File: config.mk
export PLATFORM = sky130hd
export DESIGN_NAME = rtc_bus_sequencer
export DESIGN_NICKNAME = d
export VERILOG_FILES = /design/src/rtl/rtc_seq_pkg.sv /design/src/rtl/rtc_phase_timer.sv /design/src/rtl/rtc_bus_sequencer.sv
export SDC_FILE = /design/constraint.sdc
export NUM_CORES = 1
export LEC_CHECK = 0
export BUFFER_PORTS_ARGS = -buffer_cell sky130_fd_sc_hd__buf_4
export CORE_MARGIN = 8
export CORE_UTILIZATION = 50
export CTS_BUF_LIST = sky130_fd_sc_hd__clkbuf_8
export CTS_CLUSTER_DIAMETER = 150
export DETAILED_ROUTE_END_ITERATION = 10
export PLACE_DENSITY = 0.79
export SETUP_SLACK_MARGIN = 0.15
export SLEW_MARGIN = 20
export SYNTH_ARGS = -nofsm -noshare
export SYNTH_HDL_FRONTEND = slang
export SYNTH_SLANG_ARGS = --single-unit
File: constraint.sdc
create_clock -name clk_i -period 2.6 [get_ports clk_i]
set_input_delay 0.52 -clock clk_i [delete_from_list [all_inputs] [get_ports clk_i]]
set_output_delay 0.52 -clock clk_i [all_outputs]
set_load 0.05 [all_outputs]
File: src/rtl/rtc_seq_pkg.sv
// Shared types and constants for the RTC multiplexed-bus sequencer:
// FSM states, port offsets, STATUS bit positions and the pin-drive decode.
package rtc_seq_pkg;

  typedef enum logic [2:0] {
    ST_IDLE,
    ST_A_SET,
    ST_A_STB,
    ST_A_HOLD,
    ST_D_SET,
    ST_D_STB,
    ST_D_HOLD,
    ST_RECOVER
  } rtc_state_t;

  localparam logic [7:0] OFS_ADDR   = 8'd0;
  localparam logic [7:0] OFS_WDATA  = 8'd1;
  localparam logic [7:0] OFS_RDGO   = 8'd2;
  localparam logic [7:0] OFS_STATUS = 8'd0;
  localparam logic [7:0] OFS_RDATA  = 8'd1;

  localparam int STAT_BUSY    = 0;
  localparam int STAT_OVERRUN = 1;

  typedef struct packed {
    logic       cs_n;
    logic       rd_n;
    logic       wr_n;
    logic       ad_n;
    logic       ad_oe;
    logic [7:0] ad;
  } bus_pins_t;

  localparam bus_pins_t PINS_IDLE = '{
    cs_n: 1'b1, rd_n: 1'b1, wr_n: 1'b1, ad_n: 1'b1, ad_oe: 1'b0, ad: 8'h00
  };

  // Pin levels for a given state; the bus is only driven in address phases
  // and in write data phases, so rd_n low never coincides with ad_oe high.
  function automatic bus_pins_t bus_drive(input rtc_state_t st,
                                          input logic       is_read,
                                          input logic [7:0] addr,
                                          input logic [7:0] wdata);
    bus_pins_t p;
    p = PINS_IDLE;
    case (st)
      ST_A_SET, ST_A_STB, ST_A_HOLD: begin
        p.ad_n  = 1'b0;
        p.ad_oe = 1'b1;
        p.ad    = addr;
        if (st == ST_A_STB) begin
          p.cs_n = 1'b0;
          p.wr_n = 1'b0;
        end
      end
      ST_D_SET, ST_D_STB, ST_D_HOLD: begin
        p.ad_n = 1'b1;
        if (!is_read) begin
          p.ad_oe = 1'b1;
          p.ad    = wdata;
        end
        if (st == ST_D_STB) begin
          p.cs_n = 1'b0;
          if (is_read) p.rd_n = 1'b0;
          else         p.wr_n = 1'b0;
        end
      end
      default: p = PINS_IDLE;
    endcase
    return p;
  endfunction

endpackage

File: src/rtl/rtc_phase_timer.sv
// Loadable down-counter timing one bus phase; phase_done marks the last
// cycle of the phase. Saturates at zero so it never wraps inside a phase.
module rtc_phase_timer #(
  parameter int PHASE_CYCLES = 10
) (
  input  logic clk_i,
  input  logic rst_i,
  input  logic load,
  output logic phase_done
);

  localparam int CW = $clog2(PHASE_CYCLES + 1);
  localparam logic [CW-1:0] LOAD_VAL = CW'(PHASE_CYCLES - 1);

  logic [CW-1:0] r_count;

  always_ff @(posedge clk_i) begin
    if (rst_i) begin
      r_count <= '0;
    end else if (load) begin
      r_count <= LOAD_VAL;
    end else if (r_count != '0) begin
      r_count <= r_count - 1'b1;
    end
  end

  assign phase_done = (r_count == '0);

endmodule

File: src/rtl/rtc_bus_sequencer.sv
// PicoBlaze port-mapped sequencer for the RTC multiplexed address/data bus.
// Optional completion interrupt enabled by defining RTC_SEQ_IRQ_EN.
module rtc_bus_sequencer #(
  parameter int         PHASE_CYCLES = 10,
  parameter logic [7:0] PORT_BASE    = 8'h10
) (
  input  logic       clk_i,
  input  logic       rst_i,
  input  logic [7:0] port_id,
  input  logic [7:0] out_port,
  input  logic       write_strobe,
  input  logic       read_strobe,
  output logic [7:0] in_port_o,
  output logic       busy_o,
  output logic       cs_n_o,
  output logic       rd_n_o,
  output logic       wr_n_o,
  output logic       ad_n_o,
  output logic [7:0] ad_o,
  output logic       ad_oe_o,
  input  logic [7:0] ad_i
`ifdef RTC_SEQ_IRQ_EN
  ,
  output logic       interrupt_o,
  input  logic       interrupt_ack_i
`endif
);

  import rtc_seq_pkg::*;

  localparam logic [7:0] P_ADDR   = PORT_BASE + OFS_ADDR;
  localparam logic [7:0] P_WDATA  = PORT_BASE + OFS_WDATA;
  localparam logic [7:0] P_RDGO   = PORT_BASE + OFS_RDGO;
  localparam logic [7:0] P_STATUS = PORT_BASE + OFS_STATUS;
  localparam logic [7:0] P_RDATA  = PORT_BASE + OFS_RDATA;

  rtc_state_t r_state, w_state_next;
  logic [7:0] r_addr, r_wdata, r_rdata;
  logic [7:0] r_wk_addr, r_wk_wdata;
  logic       r_wk_read;
  logic       r_overrun, r_busy;
  logic [7:0] r_in_port;
  bus_pins_t  r_pins;

  logic       w_phase_done, w_load;
  logic       w_wr_addr, w_wr_wdata, w_wr_rdgo, w_launch, w_idle, w_accept;
  logic [7:0] w_wk_addr_next, w_wk_wdata_next, w_rdata_next, w_status, w_in_port_next;
  logic       w_wk_read_next, w_overrun_next;
  bus_pins_t  w_pins_next;

  assign w_wr_addr  = write_strobe && (port_id == P_ADDR);
  assign w_wr_wdata = write_strobe && (port_id == P_WDATA);
  assign w_wr_rdgo  = write_strobe && (port_id == P_RDGO);
  assign w_launch   = w_wr_wdata || w_wr_rdgo;
  assign w_idle     = (r_state == ST_IDLE);
  assign w_accept   = w_launch && w_idle;

  rtc_phase_timer #(.PHASE_CYCLES(PHASE_CYCLES)) u_timer (
    .clk_i      (clk_i),
    .rst_i      (rst_i),
    .load       (w_load),
    .phase_done (w_phase_done)
  );

  always_comb begin
    w_state_next = r_state;
    case (r_state)
      ST_IDLE:    if (w_accept)     w_state_next = ST_A_SET;
      ST_A_SET:   if (w_phase_done) w_state_next = ST_A_STB;
      ST_A_STB:   if (w_phase_done) w_state_next = ST_A_HOLD;
      ST_A_HOLD:  if (w_phase_done) w_state_next = ST_D_SET;
      ST_D_SET:   if (w_phase_done) w_state_next = ST_D_STB;
      ST_D_STB:   if (w_phase_done) w_state_next = ST_D_HOLD;
      ST_D_HOLD:  if (w_phase_done) w_state_next = ST_RECOVER;
      ST_RECOVER: if (w_phase_done) w_state_next = ST_IDLE;
      default:                      w_state_next = ST_IDLE;
    endcase
  end

  assign w_load = (w_state_next != r_state);

  // The launching write carries WDATA on out_port in the same cycle.
  always_comb begin
    w_wk_addr_next  = r_wk_addr;
    w_wk_wdata_next = r_wk_wdata;
    w_wk_read_next  = r_wk_read;
    if (w_accept) begin
      w_wk_addr_next  = r_addr;
      w_wk_wdata_next = w_wr_wdata ? out_port : r_wdata;
      w_wk_read_next  = w_wr_rdgo;
    end
  end

  // Pins are decoded from the next state and registered, so they are glitch-free.
  assign w_pins_next = bus_drive(w_state_next, w_wk_read_next, w_wk_addr_next, w_wk_wdata_next);

  assign w_rdata_next = (r_state == ST_D_STB && w_phase_done && r_wk_read) ? ad_i : r_rdata;

  always_comb begin
    w_overrun_next = r_overrun;
    if (w_launch && !w_idle)
      w_overrun_next = 1'b1;
    else if (read_strobe && port_id == P_STATUS)
      w_overrun_next = 1'b0;
  end

  always_comb begin
    w_status               = 8'h00;
    w_status[STAT_BUSY]    = r_busy;
    w_status[STAT_OVERRUN] = r_overrun;
    w_in_port_next         = 8'h00;
    if (port_id == P_STATUS)
      w_in_port_next = w_status;
    else if (port_id == P_RDATA)
      w_in_port_next = w_rdata_next;
  end

  always_ff @(posedge clk_i) begin
    if (rst_i) begin
      r_state    <= ST_IDLE;
      r_addr     <= 8'h00;
      r_wdata    <= 8'h00;
      r_rdata    <= 8'h00;
      r_wk_addr  <= 8'h00;
      r_wk_wdata <= 8'h00;
      r_wk_read  <= 1'b0;
      r_overrun  <= 1'b0;
      r_busy     <= 1'b0;
      r_in_port  <= 8'h00;
      r_pins     <= PINS_IDLE;
    end else begin
      r_state    <= w_state_next;
      if (w_wr_addr)  r_addr  <= out_port;
      if (w_wr_wdata) r_wdata <= out_port;
      r_rdata    <= w_rdata_next;
      r_wk_addr  <= w_wk_addr_next;
      r_wk_wdata <= w_wk_wdata_next;
      r_wk_read  <= w_wk_read_next;
      r_overrun  <= w_overrun_next;
      r_busy     <= (w_state_next != ST_IDLE);
      r_in_port  <= w_in_port_next;
      r_pins     <= w_pins_next;
    end
  end

  assign in_port_o = r_in_port;
  assign busy_o    = r_busy;
  assign cs_n_o    = r_pins.cs_n;
  assign rd_n_o    = r_pins.rd_n;
  assign wr_n_o    = r_pins.wr_n;
  assign ad_n_o    = r_pins.ad_n;
  assign ad_oe_o   = r_pins.ad_oe;
  assign ad_o      = r_pins.ad;

`ifdef RTC_SEQ_IRQ_EN
  logic r_irq;

  // Set on leaving RECOVER takes priority over a same-cycle acknowledge.
  always_ff @(posedge clk_i) begin
    if (rst_i)
      r_irq <= 1'b0;
    else if (r_state == ST_RECOVER && w_phase_done)
      r_irq <= 1'b1;
    else if (interrupt_ack_i)
      r_irq <= 1'b0;
  end

  assign interrupt_o = r_irq;
`else
  // No interrupt: software polls STATUS.busy.
`endif

endmodule
==> results.rst <==
.. list-table::
   :header-rows: 1

   * - Metric
     - Value
   * - Run status
     - complete, no violations
   * - 1st-iter DRT viols
     - 139
   * - HPWL after detailed placement
     - 4540 um
   * - Summed instance area of the synthesized netlist
     - 2840 um2
   * - Post-layout util
     - 64.4%
   * - Final Hold Vio Count
     - 0
   * - Layout area overhead
     - 24.9%
   * - Top-level port count
     - 50
   * - Number of instances in the synthesized netlist
     - 295
   * - Maximum vdd ir drop
     - 0.476 mV
   * - Number of enable flip-flop cells after synthesis
     - 0
   * - GR met1 Demand/Resource
     - 19.6%
   * - Wire length of the first global-routing pass
     - 11300 um
   * - Data arrival time of the critical path
     - 2.55 ns
   * - Minimum period implied by the final worst setup slack
     - 2.33 ns
   * - PwrDens
     - 706 nW/um2
   * - Top library cells by usage in the layout, fill and taps aside
     - sky130_fd_sc_hd__dfxtp_1, sky130_fd_sc_hd__buf_4, sky130_fd_sc_hd__nor2_1, sky130_fd_sc_hd__mux2i_1, sky130_fd_sc_hd__nand2_1
   * - Met2 Resource Use GR
     - 27.5%
   * - Most common library cell in the layout ignoring fill and taps
     - sky130_fd_sc_hd__dfxtp_1
   * - Die extent in y
     - 91.4 um
   * - Count of inserted antenna diode cells
     - 0
   * - DRC viols
     - 0
   * - Unrepaired setup endpoints after global routing
     - false
   * - Clock tree from TritonCTS
     - built
   * - Crit path kind
     - flop to flop
   * - Max transition margin
     - 60.2%
   * - Final setup violation count
     - 0
   * - Pin count of the biggest net entering global routing
     - 59
   * - Overall fraction of global-route tracks in use
     - 16.6%
   * - Number of unique standard cell types used by synthesis
     - 46
   * - Global-route met3 utilization
     - 4.12%
   * - Kind of start point of the critical path
     - flop
   * - Clock root buffer master
     - sky130_fd_sc_hd__clkbuf_8
   * - Floorplan die area
     - 8350 um2
   * - Actual slew at the worst max-slew pin
     - 0.598 ns
   * - Worst-case clock skew
     - 0.0118 ns
   * - Share of post-route cells with drive strength above 1
     - 24.8%
   * - Pwr Total
     - 2510 uW
   * - Number of sinks handled by clock tree synthesis
     - 71
   * - Initial standard-cell utilization of the core
     - 51.6%
   * - Final cycle utilization of the critical path
     - 89.5%
   * - Max H-tree Level
     - 3
   * - Placeable core region
     - 5510 um2
   * - Cell depth of the worst min-delay path
     - 3
   * - Via count of the routed design
     - 2345
   * - FP Rows
     - 27
   * - Overall routed net length
     - 6620 um
   * - Number of cell instances on the worst register-to-register path
     - 7
   * - Average via count per standard cell
     - 5.49
   * - Finished Layout Cells
     - 427
   * - Syn Area/Cell
     - 9.63 um2
   * - Final Wtd Congestion
     - 0.834
   * - Detailed-routing iteration count for the pre-antenna-repair pass
     - 4
   * - Deepest clock path buffer count
     - 2
   * - Buffers on Ports
     - 49
   * - Layout filler cell count
     - 460
   * - Final #Nets
     - 380
   * - Placed Instances
     - 408
   * - Max-capacitance violation count
     - 0
   * - Flop and latch count out of synthesis
     - 71
   * - Asr flop ratio synth
     - 0%
   * - Most Used Layer, Global Route
     - met2
   * - Path type of the worst min-delay path
     - input port to flop
   * - Via count of the first global-routing pass
     - 2386
   * - Number of max-slew violations in the final report
     - 0
   * - Setup total negative slack
     - 0 ns
   * - Overflow left after global routing
     - 0
   * - Fmax
     - 0.430 GHz
   * - Synthesized Nets
     - 325
   * - Critical path endpoint category
     - flop
   * - Die outline width
     - 91.4 um
   * - Crit path max fanout
     - 7
   * - Static leakage
     - 0.00152 uW
   * - Clock-pin slew reported for the worst setup and hold paths after clock tree synthesis
     - 0.08 ns
   * - Antenna violations before repair
     - 0
   * - WP data required
     - 2.82 ns
   * - Clock latency on the worst-skew pair
     - 0.35 ns
   * - Share of synthesized area occupied by flip-flops and latches
     - 50.0%
   * - Routed wirelength normalized by instance count
     - 15.5 um
   * - Primary flip-flop cell chosen by synthesis mapping
     - sky130_fd_sc_hd__dfxtp_1
   * - Warning count from the yosys run
     - 0
   * - Count of nets left with antenna violations after detail routing
     - 0
   * - Total CTS buffers
     - 9
report_power, final:
part / total [uW] / leakage, uW / internal, uW / switching [uW]
combinational: 356 / 0.000826 / 182 / 174
clock: 992 / 0.000116 / 553 / 439
sequential: 1160 / 0.000573 / 1120 / 39.5
total: 2510 / 0.00152 / 1850 / 652
flip-flops by register name, indices dropped and copies added (netlist names):
| register | flops |
|---|---|
| rd_n_o | 1 |
| u_timer.r_count | 4 |
| r_rdata | 8 |
| r_wk_read | 1 |
| r_overrun | 1 |
| wr_n_o | 1 |
| r_state | 3 |
| r_wk_wdata | 8 |
| cs_n_o | 1 |
| r_addr | 8 |
| busy_o | 1 |
| r_wk_addr | 8 |
| ad_oe_o | 1 |
| r_wdata | 8 |
| in_port_o | 8 |
| ad_o | 8 |
| ad_n_o | 1 |
kinds of logic (layout without fill, tap and decap cells):
group,Yosys count,count (layout),synth area share [%]
xor+xnor,5,5,1.54
fa+ha+maj,2,2,0.881
buf+inv,18,78,2.51
simple gates,117,117,21.2
compound gates,49,49,12.2
flops,71,71,50.0
mux,33,33,11.7
layer usage:
metal / wire length [um] / vias to the layer above
met3: 295 / 13
met5: 0 / -
li1: - / 1152
met4: 135 / 0
met2: 3250 / 60
met1: 2940 / 1120
cell usage after synthesis, types with 2 or more instances:
library cell	instances	area share [%]
sky130_fd_sc_hd__dfxtp_1	71	50
sky130_fd_sc_hd__nor2_1	58	7.7
sky130_fd_sc_hd__mux2i_1	32	11
sky130_fd_sc_hd__nand2_1	16	2.1
sky130_fd_sc_hd__clkbuf_1	12	1.6
sky130_fd_sc_hd__o21ai_0	11	1.9
sky130_fd_sc_hd__and3_1	10	2.2
sky130_fd_sc_hd__a211oi_1	8	2.1
sky130_fd_sc_hd__o22ai_1	8	1.8
sky130_fd_sc_hd__o31ai_1	8	2.1
sky130_fd_sc_hd__a21oi_1	6	1.1
sky130_fd_sc_hd__nor2b_1	4	0.88
sky130_fd_sc_hd__nor3_1	4	0.70
sky130_fd_sc_hd__xor2_1	4	1.2
sky130_fd_sc_hd__buf_2	3	0.53
sky130_fd_sc_hd__nand3_1	3	0.53
sky130_fd_sc_hd__a2111oi_2	2	1.1
sky130_fd_sc_hd__and2_1	2	0.44
sky130_fd_sc_hd__ha_1	2	0.88
sky130_fd_sc_hd__inv_1	2	0.26
sky130_fd_sc_hd__nand4b_1	2	0.62
sky130_fd_sc_hd__nor4_1	2	0.44
sky130_fd_sc_hd__nor4b_2	2	1.1
stage by stage:
stage | area, um2 | hold WS (ns) | worst slack, ns
after global placement | 3290 | 0.466 | 0.282
after CTS | 3540 | 0.417 | 0.266
after floorplan | 2840 | 0.452 | 0.376
final | 3550 | 0.420 | 0.272
after detailed placement | 3290 | 0.474 | 0.134
after global routing | 3550 | 0.433 | 0.147
critical path, cell delays in order (launching register included):
cell and delay, ns:
sky130_fd_sc_hd__dfxtp_1 0.34, sky130_fd_sc_hd__inv_1 0.10, sky130_fd_sc_hd__ha_1 0.23, sky130_fd_sc_hd__nor3b_4 0.37, sky130_fd_sc_hd__xor2_1 0.11, sky130_fd_sc_hd__mux2_2 0.31
sky130_fd_sc_hd__ha_1 0.21, sky130_fd_sc_hd__or4_1 0.53
cell type report:
cell class / count / area, um2 / area share, %
repair buffers: 60 / 450 / 12.7
inverters: 2 / 7.51 / 0.212
clock buffers: 9 / 124 / 3.49
multi-input cells: 206 / 1350 / 38.1
flip-flops and latches: 71 / 1420 / 40.1
clock inverters: 7 / 103 / 2.89
well taps: 72 / 90.1 / 2.54
worst paths after layout:
| check | slack [ns] | endpoint | start |
|---|---|---|---|
| worst max-delay path | 0.27 | wr_n_o$_SDFF_PP1_ | u_timer.r_count[0]$_SDFFE_PP0P_ |
| worst min-delay path | 0.42 | r_addr[3]$_SDFFE_PP0P_ | out_port[3] |
| worst max register to register | 0.27 | wr_n_o$_SDFF_PP1_ | u_timer.r_count[0]$_SDFFE_PP0P_ |
| worst min register to register | 0.49 | in_port_o[3]$_SDFF_PP0_ | r_rdata[3]$_SDFF_PP0_ |
repair_timing:
action,in CTS,in global routing
buffers inserted,2,1
setup endpoints to repair,1,1
hold buffers,0,0
gates resized for setup,0,1
(Power assumes the default switching activity.)
